===== config.mk =====
export PLATFORM = sky130hd
export DESIGN_NAME = ram_read_streamer
export DESIGN_NICKNAME = d
export VERILOG_FILES = /design/src/rtl/ram_pkg.sv /design/src/rtl/ram_rd_skid_fifo.sv /design/src/rtl/ram_read_streamer.sv
export SDC_FILE = /design/constraint.sdc
export NUM_CORES = 1
export LEC_CHECK = 0
export CORE_UTILIZATION = 45
export CTS_BUF_LIST = sky130_fd_sc_hd__clkbuf_4
export CTS_CLUSTER_SIZE = 40
export DETAILED_ROUTE_END_ITERATION = 16
export PLACE_DENSITY_LB_ADDON = 0.25
export REMOVE_ABC_BUFFERS = 1
export SLEW_MARGIN = 20
export SYNTH_ARGS = -nofsm -noshare
export SYNTH_HDL_FRONTEND = slang
export SYNTH_SLANG_ARGS = --single-unit
export TNS_END_PERCENT = 50

===== constraint.sdc =====
create_clock -name clk -period 4.5 [get_ports clk]
set_input_delay 0.9 -clock clk [delete_from_list [all_inputs] [get_ports clk]]
set_output_delay 0.9 -clock clk [all_outputs]
set_load 0.01 [all_outputs]

===== src/rtl/ram_pkg.sv =====
// Shared constants and state encoding for the RAM read streamer.
package ram_pkg;

    localparam int DATA_W     = 8;
    localparam int ADDR_W     = 4;
    localparam int RD_LAT     = 1;
    localparam int DEPTH      = 2 ** ADDR_W;
    localparam int FIFO_DEPTH = 2;

    typedef enum logic [1:0] {
        IDLE  = 2'd0,
        READ  = 2'd1,
        DRAIN = 2'd2,
        DONE  = 2'd3
    } state_e;

endpackage


===== src/rtl/ram_rd_skid_fifo.sv =====
// Two-entry FIFO absorbing RAM read data so that no returning word is lost
// while the consumer stalls. Push while full is accepted only with a pop.
module ram_rd_skid_fifo
    import ram_pkg::*;
#(
    parameter int W = DATA_W + 1
) (
    input  logic         clk,
    input  logic         rst_n,
    input  logic         push_i,
    input  logic [W-1:0] push_data_i,
    input  logic         pop_i,
    output logic [W-1:0] head_o,
    output logic [1:0]   count_o,
    output logic         full_o,
    output logic         empty_o
);

    logic [W-1:0] mem_q [FIFO_DEPTH];
    logic         wr_ptr_q;
    logic         rd_ptr_q;
    logic [1:0]   count_q;
    logic         push_ok_s;
    logic         pop_ok_s;

    assign full_o    = (count_q == 2'd2);
    assign empty_o   = (count_q == 2'd0);
    assign count_o   = count_q;
    assign head_o    = mem_q[rd_ptr_q];
    assign pop_ok_s  = pop_i && !empty_o;
    assign push_ok_s = push_i && (!full_o || pop_ok_s);

    // Storage, pointers and occupancy; simultaneous push and pop keeps the count.
    always_ff @(posedge clk or negedge rst_n) begin
        if (!rst_n) begin
            for (int i = 0; i < FIFO_DEPTH; i++) begin
                mem_q[i] <= '0;
            end
            wr_ptr_q <= 1'b0;
            rd_ptr_q <= 1'b0;
            count_q  <= 2'd0;
        end else begin
            if (push_ok_s) begin
                mem_q[wr_ptr_q] <= push_data_i;
                wr_ptr_q        <= ~wr_ptr_q;
            end
            if (pop_ok_s) begin
                rd_ptr_q <= ~rd_ptr_q;
            end
            case ({push_ok_s, pop_ok_s})
                2'b10:   count_q <= count_q + 2'd1;
                2'b01:   count_q <= count_q - 2'd1;
                default: count_q <= count_q;
            endcase
        end
    end

endmodule


===== src/rtl/ram_read_streamer.sv =====
// Burst read engine: issues reads to the RAM under a credit limit, tracks the
// RAM latency with a valid shift register and streams words from a skid FIFO.
module ram_read_streamer
    import ram_pkg::*;
(
    input  logic              clk,
    input  logic              rst_n,
    input  logic              start_i,
    input  logic [ADDR_W-1:0] base_addr_i,
    input  logic [ADDR_W:0]   len_i,
    output logic              busy_o,
    output logic              done_o,
    output logic              rd_en_o,
    output logic [ADDR_W-1:0] rd_addr_o,
    input  logic [DATA_W-1:0] rd_data_i,
    output logic [DATA_W-1:0] m_data_o,
    output logic              m_valid_o,
    input  logic              m_ready_i,
    output logic              m_last_o
);

    localparam logic [ADDR_W:0]   LEN_MAX  = (ADDR_W + 1)'(DEPTH);
    localparam logic [ADDR_W:0]   REM_ONE  = (ADDR_W + 1)'(1);
    localparam logic [ADDR_W-1:0] ADDR_ONE = ADDR_W'(1);

    state_e              state_q, state_d;
    logic [ADDR_W-1:0]   addr_q, addr_d;
    logic [ADDR_W:0]     rem_q, rem_d;
    logic                rd_en_q, rd_en_d;
    logic [ADDR_W-1:0]   rd_addr_q, rd_addr_d;
    logic                rd_last_q, rd_last_d;
    logic [RD_LAT-1:0]   vld_q;
    logic [RD_LAT-1:0]   vlast_q;
    logic                busy_q;
    logic                done_q;

    logic [DATA_W:0]     head_s;
    logic [1:0]          fifo_count_s;
    logic                fifo_full_s;
    logic                fifo_empty_s;
    logic                pop_s;
    logic [2:0]          pend_s;
    logic                credit_ok_s;

    assign pop_s = !fifo_empty_s && m_ready_i;

    // Words that will still occupy the pipeline or FIFO after this cycle's pop.
    always_comb begin
        pend_s = {2'b00, rd_en_q} + {1'b0, fifo_count_s};
        for (int i = 0; i < RD_LAT; i++) begin
            pend_s = pend_s + {2'b00, vld_q[i]};
        end
        pend_s      = pend_s - {2'b00, pop_s};
        credit_ok_s = (pend_s < 3'd2) && !(fifo_full_s && !pop_s);
    end

    // Next-state, address/remaining counters and read issue.
    always_comb begin
        state_d   = state_q;
        addr_d    = addr_q;
        rem_d     = rem_q;
        rd_en_d   = 1'b0;
        rd_addr_d = rd_addr_q;
        rd_last_d = 1'b0;
        case (state_q)
            IDLE: begin
                if (start_i) begin
                    if (len_i != '0) begin
                        state_d = READ;
                        addr_d  = base_addr_i;
                        rem_d   = (len_i > LEN_MAX) ? LEN_MAX : len_i;
                    end else begin
                        state_d = DONE;
                    end
                end else begin
                    state_d = IDLE;
                end
            end
            READ: begin
                if (rem_q == '0) begin
                    state_d = DRAIN;
                end else if (credit_ok_s) begin
                    rd_en_d   = 1'b1;
                    rd_addr_d = addr_q;
                    rd_last_d = (rem_q == REM_ONE);
                    addr_d    = addr_q + ADDR_ONE;
                    rem_d     = rem_q - REM_ONE;
                end else begin
                    state_d = READ;
                end
            end
            DRAIN: begin
                if (!rd_en_q && (vld_q == '0) &&
                    (fifo_empty_s || (fifo_count_s == 2'd1 && pop_s))) begin
                    state_d = DONE;
                end else begin
                    state_d = DRAIN;
                end
            end
            DONE: begin
                state_d = IDLE;
            end
            default: begin
                state_d = IDLE;
            end
        endcase
    end

    // State, counters, registered RAM port and status outputs.
    always_ff @(posedge clk or negedge rst_n) begin
        if (!rst_n) begin
            state_q   <= IDLE;
            addr_q    <= '0;
            rem_q     <= '0;
            rd_en_q   <= 1'b0;
            rd_addr_q <= '0;
            rd_last_q <= 1'b0;
            busy_q    <= 1'b0;
            done_q    <= 1'b0;
        end else begin
            state_q   <= state_d;
            addr_q    <= addr_d;
            rem_q     <= rem_d;
            rd_en_q   <= rd_en_d;
            rd_addr_q <= rd_addr_d;
            rd_last_q <= rd_last_d;
            busy_q    <= (state_d != IDLE);
            done_q    <= (state_q == DONE);
        end
    end

    // RAM latency tracker: marks the cycle each issued read's data is at rd_data_i.
    always_ff @(posedge clk or negedge rst_n) begin
        if (!rst_n) begin
            vld_q   <= '0;
            vlast_q <= '0;
        end else begin
            vld_q[0]   <= rd_en_q;
            vlast_q[0] <= rd_last_q;
            for (int i = 1; i < RD_LAT; i++) begin
                vld_q[i]   <= vld_q[i-1];
                vlast_q[i] <= vlast_q[i-1];
            end
        end
    end

    ram_rd_skid_fifo #(
        .W (DATA_W + 1)
    ) u_fifo (
        .clk         (clk),
        .rst_n       (rst_n),
        .push_i      (vld_q[RD_LAT-1]),
        .push_data_i ({vlast_q[RD_LAT-1], rd_data_i}),
        .pop_i       (pop_s),
        .head_o      (head_s),
        .count_o     (fifo_count_s),
        .full_o      (fifo_full_s),
        .empty_o     (fifo_empty_s)
    );

    assign busy_o    = busy_q;
    assign done_o    = done_q;
    assign rd_en_o   = rd_en_q;
    assign rd_addr_o = rd_addr_q;
    assign m_valid_o = !fifo_empty_s;
    assign m_data_o  = head_s[DATA_W-1:0];
    assign m_last_o  = !fifo_empty_s && head_s[DATA_W];

endmodule


Yosys cells after proc, flatten, opt, wreduce, memory -nomap -nowiden
Cells that the tools add are included.
{"block": "totals", "input_bits": 21, "wordCells": 101, "reg_bits": 43}
{"block": "op_classes", "n_mux": 30, "n_lt_le_gt_ge": 5, "reduce_logical": 26, "n_eq_ne": 12, "n_addsub": 7, "n_bitwise": 6}
{"cell": "9-bit two-way mux", "n": 4}
{"cell": "5-bit two-way mux", "n": 5}
{"cell": "18-bit bitwise mux", "n": 1}
{"cell": "4-bit two-way mux", "n": 4}
{"cell": "1-bit logical AND", "n": 10}
{"cell": "5-bit one-hot mux with 2 select lines", "n": 1}
{"cell": "9-bit demux with 1-bit select", "n": 1}
{"cell": "2-bit == test, second input constant", "n": 4}
{"cell": "2-bit two-way mux", "n": 4}
{"cell": "2-bit inequality test, second input constant", "n": 4}
{"cell": "2-bit one-hot mux with 4 select lines", "n": 1}
{"cell": "4-bit one-hot mux with 2 select lines", "n": 1}
{"cell": "1-bit two-way mux", "n": 7}
{"cell": "2-bit by 1-bit == test with 1-bit output, second input constant", "n": 3}
{"cell": "2-bit nonzero test", "n": 3}
{"cell": "5-bit by 1-bit == test with 1-bit output, second input constant", "n": 1}
{"cell": "5-bit > comparator, second input constant", "n": 1}
{"cell": "1-bit zero test", "n": 5}
{"cell": "5-bit zero test", "n": 1}
{"cell": "5-bit AND reduction", "n": 1}
{"cell": "5-bit nonzero test", "n": 1}
{"cell": "5-bit by 1-bit subtractor with 5-bit output, second input constant", "n": 1}
{"cell": "4-bit by 1-bit adder with 4-bit output, second input constant", "n": 1}
{"cell": "2-bit >= comparator, second input constant", "n": 2}
{"cell": "13 further kinds", "n": 19}

Depth between registers and ports, before layout
Gate-level depths: netlist of run 1.
{"block": "depth", "word_depth": 11, "depth_mapped": 14}

Modules after synthesis
A second synthesis of run 1 with hierarchy kept.
{"block": "unflattened", "hier_cells": 185, "hier_area_um2": 2139.6}
{"mod": "ram_read_streamer", "area_each_um2": 1131.1, "cells_per_inst": 112, "n_inst": 1}
{"mod": "ram_rd_skid_fifo", "area_each_um2": 1008.5, "cells_per_inst": 73, "n_inst": 1}

Least setup slack after synthesis of run 1
Ideal clock, no wire load.
{"block": "synth_path", "path_type": "input to register", "from": "input port m_ready_i", "to": "register addr_q[1]", "path_stages": 12, "path_buffers": 1, "arrival_time_ns": 3.351, "setup_ns": 0.125, "slack_ns": 1.024, "required_ns": 4.375, "cell_sequence": "nand2b_4 > inv_1 > ha_1 > inv_1 > ha_1 > a21o_1 > fa_1 > xnor2_1 > a2111o_1 > buf_6 > o22ai_2 > mux2_2"}
{"block": "synth_via", "elab_chain_len": 7, "word_cells_on_any_way": 9, "classes_between": "1 x add/sub; 1 x order compare; 1 x eq/ne; 6 x reduce/logical"}
{"element": "from (decl)", "line": "ram_read_streamer.sv:18", "source": "input logic m_ready_i,"}
{"element": "1-bit logical AND (*)", "line": "ram_read_streamer.sv:45", "source": "assign pop_s = !fifo_empty_s && m_ready_i;"}
{"element": "branches (longest 3 deep; another with 3-bit by 1-bit subtractor with 3-bit output)"}
{"element": "1-bit logical AND (*)", "line": "ram_read_streamer.sv:54", "source": "credit_ok_s = (pend_s < 3'd2) && !(fifo_full_s && !pop_s);"}
{"element": "2-bit inequality test (no source line) (*)"}
{"element": "5-bit AND reduction (no source line) (*)"}
{"element": "to (signal assigned)", "line": "ram_read_streamer.sv:122", "source": "addr_q <= addr_d;"}
{"element": "to (decl)", "line": "ram_read_streamer.sv:27", "source": "logic [ADDR_W-1:0] addr_q, addr_d;"}
Every way passes the cells marked *.
A chain may end at the register's enable or synchronous reset.

Worst setup path after layout of run 1
{"block": "layout_path", "from": "input port m_ready_i", "to": "register rem_q[1]"}
{"block": "layout_via", "elab_chain_len": 7, "word_cells_on_any_way": 9, "classes_between": "1 x add/sub; 1 x order compare; 1 x eq/ne; 6 x reduce/logical"}
{"element": "1-bit logical AND (*)", "line": "ram_read_streamer.sv:45"}
{"element": "branches (longest 3 deep; another with 3-bit by 1-bit subtractor with 3-bit output)"}
{"element": "1-bit logical AND (*)", "line": "ram_read_streamer.sv:54"}
{"element": "2-bit inequality test (no source line) (*)"}
{"element": "5-bit AND reduction (no source line) (*)"}
{"element": "to (signal assigned)", "line": "ram_read_streamer.sv:123", "source": "rem_q <= rem_d;"}
{"element": "to (decl)", "line": "ram_read_streamer.sv:28", "source": "logic [ADDR_W:0] rem_q, rem_d;"}
Marked as above.

==> flow_summary_export.csv, run 1 <==
group,metric,value,unit
worst_hold_path,hp-start,"rd_last_q$_DFF_PN0_",
power,pwr-share-seq,0.365,
global_routing,antenna_found_initial,0,
status,status,"completed",
power,total_power,2.01,mW
clock_network,cts_setup_buffers,0,
detailed_routing,wire_per_inst,14.4,um
sta,timing.final.crit_share,0.837,
power,power_frac_comb,0.536,
synth,syn_inst,197,
detailed_routing,vias_per_cell,5.36,
detailed_routing,ant_nets,0,
clock_network,clk_pin_slew,0.15,ns
floorplanning,io_pins,38,
global_routing,grt_max_degree,44,
placed_design,routabilityCongestion,0.832,
placed_design,io_buffer_count,37,
synth,synth_area_leaders,"dfrtp_1, mux2_2, ha_1",
sta,setup-tns-final,0,ns
final_layout,design_area,2780,um^2
sta,max_freq,266,MHz
critical_path,worstPathRequired,4.77,ns
final_layout,layout-drive-gt1-share,0.208,
power,peakVddDrop,0.300,mV
sta,rsz0062_at_grt,"false",
worst_hold_path,hold_path.class,"reg2reg",
clock_network,cts_sinks,43,
final_layout,final_cell_mix,"dfrtp_1, clkdlybuf4s50_1, mux2_2",
final_layout,antennaDiodeCount,0,
final_layout,fin_util,0.577,
sta,hold_viol_final,0,
placed_design,place_worst_setup_slack,0.337,ns
detailed_routing,dr.pass1.iters,4,
clock_network,ctsHoldBuffers,0,
detailed_routing,wl,4380,um
synth,synth_top_area_share,0.469,
synth,synth_top_cell_by_area,"dfrtp_1",
global_routing,first_global_vias,1613,
floorplanning,core-area,4820,um^2
final_layout,fillers,428,
synth,ys.warnings.count,0,
critical_path,worstReg2RegStart,"u_fifo.count_o[1]$_DFFE_PN0P_",
power,clkPwrFrac,0.099,
critical_path,rr_endpoint,"rem_q[1]$_DFFE_PN0P_",
final_layout,area_growth,21.1,%
synth,syn_area,2290,um^2
clock_network,cts_root_buf,"clkbuf_4",
critical_path,crit_slowest_cell,"clkdlybuf4s50_1",
critical_path,crit_fanout,8,
sta,setup_viol,0,
global_routing,grt_pass1_wl,7530,um
synth,netlist-cell-type-count,43,
clock_network,cts_tree,"yes",
synth,ys_seq_area_frac,0.469,
worst_hold_path,min_to,"vlast_q$_DFF_PN0_",
global_routing,grt_use_total,0.186,
final_layout,final_common_cell,"dfrtp_1",
placed_design,dp_hpwl,3070,um
global_routing,overflow,0,
power,sw_frac_of_total,0.397,
power,power.density,722,nW/um^2
synth,synthArstFlopShare,1.00,
clock_network,h-tree-depth,2,
floorplanning,die_w,73.4,um
sta,holdWs,0.365,ns
clock_network,insertion_delay,0.36,ns
sta,finClkSkew,0.0131,ns
sta,report.final.slew_viol_count,0,
floorplanning,dieArea,5390,um^2
clock_network,numCtsBuffers,5,
power,internal-power,1.21,mW
floorplanning,die_h,73.4,um
critical_path,critPathTopFamily,"compound AO/OA/AOI/OAI gates",
placed_design,dp_cells,295,
detailed_routing,route.vias.total,1625,
floorplanning,initial_core_util,0.476,
critical_path,setup.worst_path.end_class,"flip-flop",
critical_path,startpoint_type,"primary input",
final_layout,num-nets-final,267,
critical_path,crit_chain,"clkdlybuf4s50_1 > nand2b_4 > inv_1 > ha_1 > inv_1 > ha_1 > a21o_1 > fa_1 > xnor2_1 > a2111o_1 > o22ai_2 > mux2_2",
sta,fin_ws,0.735,ns
floorplanning,row_count,25,
sta,worstMarginPinSlew,0.920,ns
synth,syn_area_per_cell,11.6,um^2
critical_path,crit_type,"in2reg",
detailed_routing,drc,0,
critical_path,r2r_cells,13,
flow_run,cap_violations,0,
clock_network,ctsResizeCount,0,
critical_path,reg2reg_setup_slack,0.86,ns
final_layout,layout.cells.non_filler,303,
clock_network,clockBufferDepth,2,
power,p_leak,1.19,nW
detailed_routing,dr.first_iter.drc_count,56,
sta,relSlewSlack,0.386,
synth,ys.flop_type,"dfrtp_1",
placed_design,placed_cell_area,2720,um^2
critical_path,arrival,4.04,ns
synth,synth-edff-count,0,
critical_path,path_buf_inv,3,
sta,min_period,3.77,ns
power,p_switching,0.795,mW
worst_hold_path,min_path_cells,0,
critical_path,max_stage_delay,0.53,ns
synth,ys_ff_latch,43,
[per-layer routing]
metal,GRT usage,part of all wire,vias up,wire length (um)
li1,-,-,794,-
met1,0.244,0.45,769,1970
met2,0.302,0.48,57,2120
met3,0.0357,0.052,5,229
met4,0.0791,0.014,0,63
met5,0,0,-,0
[logic make-up after synthesis]
logic type	after synthesis	synth area share
compound gates	44	0.145
flops	43	0.469
simple gates	38	0.0998
mux	34	0.165
buf+inv	22	0.0393
fa+ha+maj	11	0.0633
xor+xnor	5	0.0191
[worst max path at each step]
stage / startpoint / endpoint / slack [ns] / depth (start not counted)
floorplan: m_ready_i / addr_q[1]$_DFFE_PN0P_ / 1.02 / 11
global placement: m_ready_i / rem_q[1]$_DFFE_PN0P_ / 0.40 / 12
detailed placement: m_ready_i / rem_q[1]$_DFFE_PN0P_ / 0.34 / 12
CTS: m_ready_i / rem_q[1]$_DFFE_PN0P_ / 0.74 / 12
global route: m_ready_i / addr_q[1]$_DFFE_PN0P_ / 0.60 / 12
finish: m_ready_i / rem_q[1]$_DFFE_PN0P_ / 0.73 / 12
[synth_stat cells (3+ instances only)]
master,number
dfrtp_1,43
mux2_2,30
inv_1,15
a21oi_1,10
ha_1,10
nand2_1,9
o21ai_0,8
clkbuf_1,6
nor2_1,6
xnor2_1,5
mux2i_1,4
nor3_1,4
nand3_1,3
nor2b_1,3
o211ai_1,3
[sequential cells by signal (all words and copies together) (netlist names), 2 cells and up]
register        flops
u_fifo.mem_q       18
u_fifo.count_o      2
addr_q              4
rd_addr_o           4
state_q             2
rem_q               5
[power by group through the flow]
stage | sequential (mW) | clock [mW] | combinational (mW)
final | 0.732 | 0.198 | 1.07
after global routing | 0.761 | 0.221 | 1.19
after CTS | 0.733 | 0.207 | 1.08
after detailed placement | 0.740 | 0 | 1.08
after global placement | 0.740 | 0 | 1.06
after floorplan | 0.705 | 0 | 0.733
[cell type report]
cell class,instances,area (um^2),share of cell area
tap,67,83.8,0.0302
clock inverter,3,23.8,0.00856
timing repair buffer,38,373,0.134
clock buffer,5,37.5,0.0135
multi-input combinational,132,1130,0.406
sequential,43,1080,0.387
inverter,15,56.3,0.0203
Note: power is estimated with default switching activity, not from simulation.
==> inputs of run 2 (changes only) <==
Clock period 4.5 ns to 3.5 ns, I/O delays scaled along.
==> run 2 against run 1 <==
Effect of this change: clock-buffer cell count unchanged; hold slack got worse by 0.0039 ns; combinational power increased by 41%; critical path depth unchanged; routed wire length increased by 1.5%; utilization increased by 1.2 points; clock power increased by 28%; sequential share of layout area decreased by 0.82 points; clock skew decreased by 0.0049 ns; non-clock buffer count increased by 7; die area unchanged; total power increased by 35%.
==> flow_summary_export.csv, run 2 (synthesis results as in run 1) <==
group,metric,value,unit
status,status,"completed",
critical_path,setup.worst_path.end_class,"flip-flop",
critical_path,crit_chain,"clkdlybuf4s50_1 > nand2b_4 > inv_1 > ha_1 > inv_1 > ha_1 > a21o_1 > fa_1 > xnor2_1 > a2111o_1 > o22ai_4 > mux2_2",
flow_run,cap_violations,0,
clock_network,cts_tree,"yes",
final_layout,antennaDiodeCount,0,
floorplanning,row_count,25,
critical_path,reg2reg_setup_slack,0.20,ns
critical_path,max_stage_delay,0.46,ns
power,p_leak,1.22,nW
critical_path,crit_slowest_cell,"clkdlybuf4s50_1",
placed_design,place_worst_setup_slack,-0.216,ns
critical_path,cp-endpoint,"rem_q[1]$_DFFE_PN0P_",
final_layout,largest_reg_flops,18,
final_layout,final_common_cell,"dfrtp_1",
global_routing,grt_max_degree,44,
clock_network,cts_root_buf,"clkbuf_4",
sta,worstMarginPinSlew,0.930,ns
sta,relSlewSlack,0.380,
final_layout,area_growth,23.7,%
clock_network,cts_sinks,43,
final_layout,fin_util,0.589,
critical_path,r2r_cells,13,
critical_path,worstPathRequired,3.76,ns
floorplanning,dieArea,5390,um^2
global_routing,antenna_found_initial,0,
sta,rsz0062_at_grt,"false",
sta,min_period,3.30,ns
critical_path,rr_endpoint,"rem_q[1]$_DFFE_PN0P_",
sta,timing.final.crit_share,0.941,
clock_network,cts_setup_buffers,0,
worst_hold_path,hold_path.class,"reg2reg",
sta,setup-tns-final,0,ns
final_layout,top_regs,"u_fifo.mem_q x18, rem_q x5",
final_layout,layout-drive-gt1-share,0.230,
clock_network,insertion_delay,0.36,ns
floorplanning,core-area,4820,um^2
clock_network,clockBufferDepth,2,
detailed_routing,wire_per_inst,14.3,um
global_routing,overflow,0,
global_routing,grt_pass1_wl,7470,um
sta,finClkSkew,0.00817,ns
detailed_routing,drc,0,
sta,report.final.slew_viol_count,0,
critical_path,crit_fanout,4,
critical_path,startpoint_type,"primary input",
sta,fin_ws,0.205,ns
power,internal-power,1.64,mW
detailed_routing,route.vias.total,1666,
detailed_routing,dr.first_iter.drc_count,58,
sta,hold_viol_final,0,
critical_path,crit_type,"in2reg",
detailed_routing,dr.pass1.iters,4,
global_routing,first_global_vias,1593,
clock_network,h-tree-depth,2,
clock_network,clk_pin_slew,0.14,ns
power,total_power,2.71,mW
floorplanning,die_h,73.4,um
floorplanning,initial_core_util,0.476,
clock_network,numCtsBuffers,5,
worst_hold_path,hp-start,"rd_last_q$_DFF_PN0_",
power,sw_frac_of_total,0.392,
critical_path,setup.worst_path.start,"m_ready_i",
placed_design,io_buffer_count,37,
final_layout,top_register,"u_fifo.mem_q",
power,clkPwrFrac,0.094,
final_layout,final_cell_mix,"dfrtp_1, clkdlybuf4s50_1, mux2_2",
sta,max_freq,303,MHz
power,power.density,954,nW/um^2
floorplanning,die_w,73.4,um
power,p_switching,1.06,mW
global_routing,grt_use_total,0.186,
detailed_routing,vias_per_cell,5.37,
placed_design,routabilityCongestion,0.821,
detailed_routing,ant_nets,0,
sta,setup_viol,0,
placed_design,dp_hpwl,3260,um
final_layout,num-nets-final,274,
power,power_frac_comb,0.558,
power,pwr-share-seq,0.349,
floorplanning,io_pins,38,
power,peakVddDrop,0.420,mV
clock_network,ctsHoldBuffers,0,
critical_path,arrival,3.55,ns
critical_path,worstReg2RegStart,"u_fifo.count_o[1]$_DFFE_PN0P_",
detailed_routing,wl,4440,um
## run 2: changes by cell type in the layout (fill, tap and decap cells not counted), sizes merged
| cell | change |
|---|---|
| buf | +7 |
## run 2: how the worst min path moves through the flow
stage / endpoint / cells after the start
5_1_grt: vlast_q$_DFF_PN0_ / 0
4_1_cts: vlast_q$_DFF_PN0_ / 0
6_report: vlast_q$_DFF_PN0_ / 0
2_1_floorplan: vlast_q$_DFF_PN0_ / 0
3_3_place_gp: vlast_q$_DFF_PN0_ / 0
3_5_place_dp: vlast_q$_DFF_PN0_ / 0
## run 2: worst max-delay path, delay by kind of cell
kind	cells	cell delay (ns)
adders and majority gates	3	0.89
xor gates and xnor gates	1	0.15
buffers and inverters	3	0.55
and+or+nand+nor	1	0.09
AOI/OAI and AO/OA	3	0.81
muxes	1	0.36
## run 2: repair_timing
action / in CTS / in global routing
gates resized for setup: 0 / 1
endpoints found under the hold margin: 0 / 0
setup endpoints to repair: 0 / 2
## run 2: layer usage
layer,up-vias,track usage,routed length [um]
met5,-,0,0
met1,805,0.241,2080
met3,5,0.0370,180
met2,45,0.309,2120
met4,0,0.0705,64
li1,811,-,-
## run 2: through the flow
stage / hold slack (ns) / std cells / cell area [um^2]
2_1_floorplan: 0.331 / 190 / 2260
3_3_place_gp: 0.341 / 302 / 2770
3_5_place_dp: 0.341 / 302 / 2770
4_1_cts: 0.360 / 310 / 2830
5_1_grt: 0.370 / 310 / 2840
6_report: 0.361 / 310 / 2840
## run 2: final cells by class
type                            count  area [um^2]
Clock buffer                        5         37.5
Clock inverter                      3         23.8
Fill cell                         437         1980
Inverter                           15         56.3
Multi-Input combinational cell    132         1130
Sequential cell                    43         1080
Tap cell                           67         83.8
Timing Repair Buffer               45          425
## run 2: power by group through the flow
stage / registers (mW) / clock network, mW / logic (mW)
finish: 0.944 / 0.254 / 1.51
global route: 0.981 / 0.285 / 1.66
CTS: 0.941 / 0.268 / 1.50
detailed placement: 0.950 / 0 / 1.50
global placement: 0.946 / 0 / 1.47
floorplan: 0.906 / 0 / 0.942
==> RTL change (flow settings as in run 1) <==
The 4 states of `state_e` get a one-hot encoding in 4 bits.
--- a/src/rtl/ram_pkg.sv
+++ b/src/rtl/ram_pkg.sv
@@ -7,11 +7,11 @@
     localparam int DEPTH      = 2 ** ADDR_W;
     localparam int FIFO_DEPTH = 2;
 
-    typedef enum logic [1:0] {
-        IDLE  = 2'd0,
-        READ  = 2'd1,
-        DRAIN = 2'd2,
-        DONE  = 2'd3
+    typedef enum logic [3:0] {
+        IDLE  = 4'b0001,
+        READ  = 4'b0010,
+        DRAIN = 4'b0100,
+        DONE  = 4'b1000
     } state_e;
 
 endpackage
Behaviour: same outputs for any inputs over 10 cycles, from zero or initial values and one cycle with rst_n low; not proved beyond that.
==> RTL change against run 1 <==
  * Synthesized area decreased by 3.2%
  * First-iteration DRC count decreased by 20%
  * Highest routed layer unchanged
  * Critical path depth increased by 1
  * Sequential cell count increased by 2
  * Setup slack about the same
  * Sequential power decreased by 8.9%
  * Routed wire length decreased by 14%
  * Cell area decreased by 3.1%
  * Total power decreased by 24%
  * Critical path type unchanged
==> RTL change: results (changes against run 1) <==
[power]
switching_share_pct=35.8  ; -3.8 points
power_frac_clock_pct=12.7  ; +2.8 points
p_leak_nw=1.22  ; +2.1%
ir_drop_uv=208  ; -31%
p_comb_uw=668  ; -38%

[yosys]
synth-adder-area-share_pct=5.98  ; -0.35 points
ys_seq_area_share_pct=50.8  ; +3.9 points
synth_area_leaders=dfrtp_1 50%, mux2_2 16%, ha_1 5.1%
synthDistinctLibCells=44  ; +2.3%
synth_compound_area_share_pct=9.41  ; -5.0 points
synth-xor-area-share_pct=1.97  ; +0.064 points
syn_avg_cell_area_um2=11.9  ; +2.0%
synth_mux_area_share_pct=16.6  ; +0.15 points
synthTopCellsByCount=44 x dfrtp_1, 31 x mux2_2, 19 x nor2_1, 11 x inv_1, 9 x ha_1

[layout]
drive_above_1_share_pct=20.3  ; -0.50 points
n_fill_cell=419  ; -2.1%
final-instance-count-excl-fill=294  ; -3.0%
finalNetCount=257  ; -3.7%

[worst_hold_path]
hold_end=vlast_q

[global_routing]
first_global_vias=1446  ; -10%
grt_pass1_wl_mm=6.58  ; -13%
grt_start_max_net_pins=46  ; +4.5%
grt.total_usage_pct=16.3  ; -2.3 points

[critical_path]
ff2ff_setup_slack_ns=0.83  ; -0.03 ns
cp_max_fo=17  ; +9
r2r_cells=14  ; +1
endpoint=addr_q[0]

[detailed_routing]
via_per_inst=5.09  ; -5.2%
drtIter0Drc=45  ; -20%
wl_mm=3.76  ; -14%

[timing]
worstMarginPinSlew_ns=0.905  ; -0.0153 ns

[place]
gp_congestion=0.784  ; -5.8%
place_ws_ns=0.366  ; +0.0290 ns

[run_status]
status=finished clean

RTL change: area by class of cell:
class                      instances  area [um2]  share of cell area, %
timing repair buffer              37         368                   13.7
inverter                          11        41.3                   1.53
tap                               67        83.8                   3.11
multi-input combinational        126        1010                   37.6
clock buffer                       5        37.5                   1.39
sequential                        45        1130                   41.9
clock inverter                     3        22.5                  0.836
RTL change: through the flow:
| stage | total power, mW | area (um2) | util (%) | hold slack, ns |
|---|---|---|---|---|
| after global placement | 1.34 | 2630 | 55.7 | 0.335 |
| after detailed placement | 1.35 | 2630 | 55.7 | 0.335 |
| final | 1.53 | 2690 | 57.0 | 0.349 |
| after CTS | 1.55 | 2690 | 57.0 | 0.353 |
| after floorplan | 1.10 | 2180 | - | 0.331 |
| after global routing | 1.66 | 2690 | 57.0 | 0.360 |
RTL change: per-layer routing:
layer	up-vias	wire length [um]	GRT usage, %
met4	0	59	7.19
met1	709	1740	20.7
met2	38	1790	27.0
met3	5	164	3.33
met5	-	0	0
li1	743	-	-
